**config.mk**
```make
export PLATFORM = sky130hd
export DESIGN_NAME = weight_fetch
export DESIGN_NICKNAME = d
export VERILOG_FILES = /design/src/rtl/weight_fetch.sv
export SDC_FILE = /design/constraint.sdc
export NUM_CORES = 1
export LEC_CHECK = 0
export BUFFER_PORTS_ARGS = -buffer_cell sky130_fd_sc_hd__buf_2
export CORE_AREA = 2 2 221 223
export DETAILED_ROUTE_END_ITERATION = 8
export DIE_AREA = 0 0 223 225
export PLACE_DENSITY = 0.52
export SLEW_MARGIN = 40
export SYNTH_ARGS = -nofsm -noshare
export SYNTH_HDL_FRONTEND = slang
export SYNTH_SLANG_ARGS = --single-unit
```
**constraint.sdc**
```tcl
create_clock -name i_clk -period 8.6 [get_ports i_clk]
set_input_delay 1.29 -clock i_clk [delete_from_list [all_inputs] [get_ports i_clk]]
set_output_delay 1.29 -clock i_clk [all_outputs]
set_load 0.02 [all_outputs]
```
**src/rtl/weight_fetch.sv**
```systemverilog
// weight_fetch: sequencer and output register between the kernel-weight ROM
// (weightGen) and the depthwise convolution engine.
//   i_clk, i_rst (async, active high), i_start/i_stop, i_first/i_last (range)
//   o_opcode -> ROM address, i_weight0..2 <- ROM rows
//   o_valid/i_ready beat handshake carrying o_weight0..2, o_kidx, o_last
//   o_busy, o_done (pulse), o_err (pulse on rejected start)
// Build option: define WEIGHT_LOOP_EN to repeat the programmed range until
// i_stop or reset.
module weight_fetch #(
  parameter int NUM_KERNELS = 38,
  parameter int OPW         = 6,
  parameter int WW          = 90
) (
  input  logic           i_clk,
  input  logic           i_rst,
  input  logic           i_start,
  input  logic           i_stop,
  input  logic [OPW-1:0] i_first,
  input  logic [OPW-1:0] i_last,
  output logic [OPW-1:0] o_opcode,
  input  logic [WW-1:0]  i_weight0,
  input  logic [WW-1:0]  i_weight1,
  input  logic [WW-1:0]  i_weight2,
  output logic           o_valid,
  input  logic           i_ready,
  output logic [WW-1:0]  o_weight0,
  output logic [WW-1:0]  o_weight1,
  output logic [WW-1:0]  o_weight2,
  output logic [OPW-1:0] o_kidx,
  output logic           o_last,
  output logic           o_busy,
  output logic           o_done,
  output logic           o_err
);

  typedef enum logic [1:0] {
    ST_IDLE  = 2'd0,
    ST_RUN   = 2'd1,
    ST_DRAIN = 2'd2
  } state_t;

  localparam logic [OPW:0] NK = (OPW+1)'(NUM_KERNELS);

  state_t         state_q, state_d;
  logic [OPW-1:0] opcode_q, opcode_d;
  logic [OPW-1:0] first_q, first_d;
  logic [OPW-1:0] last_q, last_d;
  logic           valid_q, valid_d;
  logic [WW-1:0]  w0_q, w0_d, w1_q, w1_d, w2_q, w2_d;
  logic [OPW-1:0] kidx_q, kidx_d;
  logic           beat_last_q, beat_last_d;
  logic           done_q, done_d;
  logic           err_q, err_d;
  logic           range_ok;

  assign range_ok = (i_first <= i_last) && ({1'b0, i_last} < NK);

  always_comb begin
    state_d     = state_q;
    opcode_d    = opcode_q;
    first_d     = first_q;
    last_d      = last_q;
    valid_d     = valid_q;
    w0_d        = w0_q;
    w1_d        = w1_q;
    w2_d        = w2_q;
    kidx_d      = kidx_q;
    beat_last_d = beat_last_q;
    done_d      = 1'b0;
    err_d       = 1'b0;

    unique case (state_q)
      ST_IDLE: begin
        if (i_start) begin
          if (range_ok) begin
            first_d  = i_first;
            last_d   = i_last;
            opcode_d = i_first;
            state_d  = ST_RUN;
          end else begin
            err_d = 1'b1;
          end
        end
      end
      ST_RUN: begin
`ifdef WEIGHT_LOOP_EN
        if (valid_q && i_ready && beat_last_q) done_d = 1'b1;
`endif
        if (!valid_q || i_ready) begin
          w0_d        = i_weight0;
          w1_d        = i_weight1;
          w2_d        = i_weight2;
          kidx_d      = opcode_q;
          beat_last_d = (opcode_q == last_q);
          valid_d     = 1'b1;
          if (opcode_q == last_q) begin
`ifdef WEIGHT_LOOP_EN
            opcode_d = first_q;
`else
            state_d = ST_DRAIN;
`endif
          end else begin
            opcode_d = opcode_q + OPW'(1);
          end
        end
      end
      ST_DRAIN: begin
        if (i_ready) begin
          valid_d = 1'b0;
          done_d  = 1'b1;
          state_d = ST_IDLE;
        end
      end
      default: state_d = ST_IDLE;
    endcase

    // Abort overrides whatever the state logic above decided this cycle.
    if (i_stop && (state_q != ST_IDLE)) begin
      state_d     = ST_IDLE;
      valid_d     = 1'b0;
      opcode_d    = opcode_q;
      w0_d        = w0_q;
      w1_d        = w1_q;
      w2_d        = w2_q;
      kidx_d      = kidx_q;
      beat_last_d = beat_last_q;
      done_d      = 1'b0;
    end
  end

  always_ff @(posedge i_clk or posedge i_rst) begin
    if (i_rst) begin
      state_q     <= ST_IDLE;
      opcode_q    <= '0;
      first_q     <= '0;
      last_q      <= '0;
      valid_q     <= 1'b0;
      w0_q        <= '0;
      w1_q        <= '0;
      w2_q        <= '0;
      kidx_q      <= '0;
      beat_last_q <= 1'b0;
      done_q      <= 1'b0;
      err_q       <= 1'b0;
    end else begin
      state_q     <= state_d;
      opcode_q    <= opcode_d;
      first_q     <= first_d;
      last_q      <= last_d;
      valid_q     <= valid_d;
      w0_q        <= w0_d;
      w1_q        <= w1_d;
      w2_q        <= w2_d;
      kidx_q      <= kidx_d;
      beat_last_q <= beat_last_d;
      done_q      <= done_d;
      err_q       <= err_d;
    end
  end

  assign o_opcode  = opcode_q;
  assign o_valid   = valid_q;
  assign o_weight0 = w0_q;
  assign o_weight1 = w1_q;
  assign o_weight2 = w2_q;
  assign o_kidx    = kidx_q;
  assign o_last    = beat_last_q;
  assign o_busy    = (state_q != ST_IDLE);
  assign o_done    = done_q;
  assign o_err     = err_q;

endmodule

```
# --- Word level (Yosys, flattened, before mapping) ---
# Index checks and enable logic that the tools add are counted.
totals:
  regBits: 294
  out_inout_bits: 287
  input_bits: 287
  elab_cells: 62
classes:
  n_bitwise: 1
  n_lt_le_gt_ge: 2
  mux: 22
  n_addsub: 1
  n_reduce_logical: 13
  eq_ne: 12
op_table:
  columns: ["op", "count"]
  rows:
  - ["two-way mux 6 bit", 4]
  - ["!= test 3 bit, second input constant", 5]
  - ["two-way mux 2 bit", 6]
  - ["case mux 6 bit (2 select lines)", 1]
  - ["two-way mux 1 bit", 9]
  - ["AND reduction 3 bit", 3]
  - ["!= test 2 bit, second input constant", 4]
  - ["adder 6 x 1 -> 6 bit, second input constant", 1]
  - ["equality test 6 bit", 1]
  - ["less-or-equal comparator 6 bit", 1]
  - ["less-than comparator 6 bit, second input constant", 1]
  - ["case mux 2 bit (3 select lines)", 1]
  - ["AND reduction 6 bit", 1]
  - ["AND reduction 5 bit", 1]
  - ["nonzero test 2 bit", 2]
  - ["nonzero test 3 bit", 1]
  - ["equality test 2 x 1 -> 1 bit, second input constant", 1]
  - ["equality test 2 bit, second input constant", 1]
  - ["logical AND 1 bit", 2]
  - ["zero test 2 bit", 1]
  - ["case mux 1 bit (2 select lines)", 1]
  - ["zero test 1 bit", 1]
  - ["logical OR 1 bit", 1]
  - ["inverter 1 bit", 1]

# --- Logic depth before layout (Yosys ltp) ---
logic_depth:
  depth_word: 6
  ltp_mapped: 7
  ltp_nobuf: 7

# --- Worst setup path after synthesis ---
# Ideal clock, no wire load.
synth_path:
  path_kind: "input to register"
  start: "input i_last[5]"
  end: "register opcode_q[1], in the netlist o_opcode[1]"
  t_arrival_ns: 2.789
  stages: 7
  required_time_ns: 8.475
  setup_slack_ns: 5.686
  setup_ns: 0.125
  n_path_buf: 0
  path_cell_list: "inv_1 -> ha_1 -> and4_1 -> nand3_1 -> a211oi_4 -> a22o_4 -> mux2_4"
synth_via:
  elab_chain_cells: 4
  word_cells_on_any_way: 5
  classes_between: "2 x order compare; 1 x eq/ne; 2 x reduce/logical"
synth_lines:
  columns: ["item", "line_no", "source"]
  rows:
  - ["start, declared", "19", "input logic [OPW-1:0] i_last,"]
  - ["less-or-equal comparator 6 bit / less-than comparator 6 bit (equally long branches)", "56", "assign range_ok = (i_first <= i_last) && ({1'b0, i_last} < NK);"]
  - ["logical AND 1 bit *", "56", null]
  - ["!= test 2 bit (no line) *", null, null]
  - ["AND reduction 6 bit (no line) *", null, null]
  - ["end signal, assigned", "147", "opcode_q <= opcode_d;"]
  - ["end, declared", "45", "logic [OPW-1:0] opcode_q, opcode_d;"]
# Mark *: on every way between the ends. The rest lies on a longest branch, timed or not.
# A chain may end at the register's enable or synchronous reset.

# --- Worst setup path after layout ---
layout_path:
  start: "input i_ready"
  end: "register w1_q[75], in the netlist o_weight1[75]"
layout_via:
  elab_chain_cells: 2
layout_lines:
  columns: ["item", "line_no", "source"]
  rows:
  - ["start, declared", "25", "input logic i_ready,"]
  - ["logical OR 1 bit", "89", "if (!valid_q || i_ready) begin"]
  - ["AND reduction 3 bit (no line)", null, null]
  - ["end signal, assigned", "152", "w1_q <= w1_d;"]
  - ["end, declared", "49", "logic [WW-1:0] w0_q, w0_d, w1_q, w1_d, w2_q, w2_d;"]
# No other way between the ends.

==> impl_metrics.toml <==
[setup_path]
cpMostUsedCell = "nand2_1"
ff2ff_setup_slack_ns = 5.53
cp-start-kind = "input pin"
crit_slowest_cell = "buf_4"
arrival_ns = 3.76
critPathMaxFanout = 85
required_ns = 9.05
path_buf_inv = 3
ff2ff_path_depth = 6
critPathCaptureType = "flip-flop"
worstSetupPathType = "input pin to flip-flop"
r2r-start = "state_q[1]$_DFFE_PP0P_"
r2r-end = "o_weight1[75]$_DFFE_PP0P_"
cp_top_family = "buffers and inverters"
crit_chain = "buf_2 > nor2b_1 > or3_4 > buf_6 > buf_4 > nand2_1 > nand2_1"
cpPeakStageDelay_ns = 0.62
worstSetupPathDepth = 7

[yosys]
ys_top_cells_by_count = "nand2_1 (836), dfrtp_1 (294), buf_2 (28)"
yosysWarnings = 0
postSynthAreaPerCell_um2 = 9.08
ys_top_cells_by_area = "dfrtp_1 (63%), nand2_1 (27%), buf_6 (2.6%)"
synth_area_um2 = 11700
synth_most_common_cell = "nand2_1"
yosysTopAreaCell = "dfrtp_1"
ys_types = 40
synthCells = 1287
synth_top_area_frac = 0.630
ys_seq_area_frac = 0.630
synth-edff-count = 0
synthArstFlopShare = 1.00
synth-main-ff-cell = "dfrtp_1"
ys_ff_latch = 294
syn-num-nets = 1581

[power]
p_per_area_nw_per_um2 = 393
power_uw = 6330
p_clk_frac = 0.227
switching_share = 0.417
power.leakage_uw = 0.00938
comb_power_share = 0.398
peakVddDrop_uv = 160
p_int_uw = 3700
p_sw_uw = 2640
pwr-share-seq = 0.375

[worst_hold_path]
hold_depth = 2
hold_start = "o_weight1[64]$_DFFE_PP0P_"
hold_path.class = "flip-flop to flip-flop"
hold_end = "o_weight1[64]$_DFFE_PP0P_"

[die]
pin_count = 574
initial_core_util = 0.246
coreArea_um2 = 47500
die_h_um = 225
die_width_um = 223
num_rows = 80
die-area_um2 = 50200

[timing]
tightestPinTransition_ns = 0.740
rsz0062_at_grt = "no"
fin_crit_ns = 3.30
slew_headroom = 0.507
slew_violations = 0
hold_violations = 0
setup_viol = 0
setup_tns_ns = 0
max_freq_mhz = 303
layout_worst_path_cycle_share = 0.384
finClkSkew_ns = 0.00804
hold_ws_ns = 0.465

[global_routing]
grt_start_max_net_pins = 189
grt_busiest_layer = "met2"
grt_use_met2 = 0.247
track_usage = 0.143
antenna_found_initial = 1
grt-ovfl-total = 0
grt_pass1_wl_um = 57200
grt_pass1_vias = 10275
met3_usage = 0.0382
met1_usage = 0.170

[detailed_routing]
wl_per_cell_um = 15.0
antenna_left = 0
drt-total-wl_um = 37200
vias = 10294
avgViaCountPerCell = 4.14
drc = 0
drtIter0Drc = 634
first_pass_iters = 5

[placement]
dp_hpwl_um = 26600
portBuffers = 573
gp_congestion = 0.891

[clock_network]
cts.sinks = 294
clk_pin_slew_ns = 0.06
clockRootBuffer = "clkbuf_16"
cts_resized = 0
tritoncts = "built"
postCtsHoldBufs = 0
clock_latency_ns = 0.52
htreeDepth = 2
cts_buffer_depth = 3
cts_buffers = 36
postCtsSetupBuffers = 0

[run_status]
outcome = "finished, final reports clean"

[layout]
area_growth_pct = 38.1
drive_gt1_frac = 0.349
nets = 2139
seqCellArea_um2 = 7360
n_fill_cell = 4955
multi_input_area_um2 = 3820

[flow_run]
cap_violations = 0
registers in the layout (all words and copies together) (netlist names):
signal / flops
o_weight0: 90
o_weight1: 90
o_weight2: 90
last_q: 6
o_kidx: 6
o_opcode: 6
state_q: 2
o_done: 1
o_err: 1
o_last: 1
o_valid: 1
per-stage QoR:
step | cells | util | area, µm² | setup WS, ns
after floorplan | 1287 | - | 11700 | 3.41
after global placement | 2420 | 0.314 | 14900 | 4.55
after detailed placement | 2421 | 0.315 | 15000 | 4.75
after CTS | 2484 | 0.339 | 16100 | 5.32
after global routing | 2485 | 0.339 | 16100 | 5.11
final | 2486 | 0.339 | 16100 | 5.30
power by group through the flow:
stage	registers, µW	logic [µW]	clock network (µW)
after floorplan	3140	819	0
after global placement	2380	2520	0
after detailed placement	2380	2550	0
after CTS	2380	2550	1500
after global routing	2460	2750	1550
final	2370	2520	1440
worst min-delay path, delay by kind of cell, from the launching register on:
kind | cells | cell delay [ns]
AND/OR/NAND/NOR | 2 | 0.10
flip-flops | 1 | 0.33
cell type report:
class | instances | share of cell area
Antenna cell | 1 | 0.000155
Clock buffer | 56 | 0.0668
Clock inverter | 7 | 0.00256
Inverter | 9 | 0.00233
Multi-Input combinational cell | 921 | 0.237
Sequential cell | 294 | 0.456
Tap cell | 615 | 0.0477
Timing Repair Buffer | 583 | 0.188
routing by layer:
metal / share of wire / vias to the layer above
li1: - / 5040
met3: 0.067 / 61
met1: 0.40 / 4844
met2: 0.50 / 347
met4: 0.027 / 2
met5: 0.00035 / -
worst max-delay path by stage:
stage                                 to    start  slack, ns
2_1_floorplan      last_q[0]$_DFFE_PP0P_    i_rst       3.41
3_3_place_gp   o_weight1[75]$_DFFE_PP0P_  i_ready       4.55
3_5_place_dp   o_weight1[75]$_DFFE_PP0P_  i_ready       4.75
4_1_cts        o_weight1[75]$_DFFE_PP0P_  i_ready       5.32
5_1_grt        o_weight1[70]$_DFFE_PP0P_  i_ready       5.11
6_report       o_weight1[75]$_DFFE_PP0P_  i_ready       5.30
cell families (layout without fill, tap and decap cells):
kind of cell,Yosys count,count (layout),synth area share
and+or+nand+nor,863,863,0.284
xor gates and xnor gates,10,10,0.00750
muxes,7,7,0.00867
other,0,1,0
buffers and inverters,72,655,0.0435
AOI/OAI and AO/OA,34,34,0.0192
adders and majority gates,7,7,0.00750
DFF,294,294,0.630
cell usage in the layout, fill, tap and decap left out, types with 2 or more instances in the layout:
cell type	synthesis	layout
nor2b_1	2	2
xor2_1	8	8
buf_16	0	2
clkbuf_1	5	11
nand3_1	3	3
clkinv_2	0	5
clkbuf_8	0	8
nand2b_1	3	3
a211o_1	2	2
buf_6	27	5
dfrtp_1	294	294
clkinvlp_4	0	2
xnor2_1	2	2
mux2_4	6	6
buf_12	0	2
a21oi_1	7	7
nand2_2	2	2
o21a_1	2	2
ha_1	7	7
o21ai_0	15	15
clkbuf_16	0	37
inv_1	9	8
nor2_1	6	6
nand2_1	836	836
buf_2	28	573
Power figures use the tool's default switching activity.
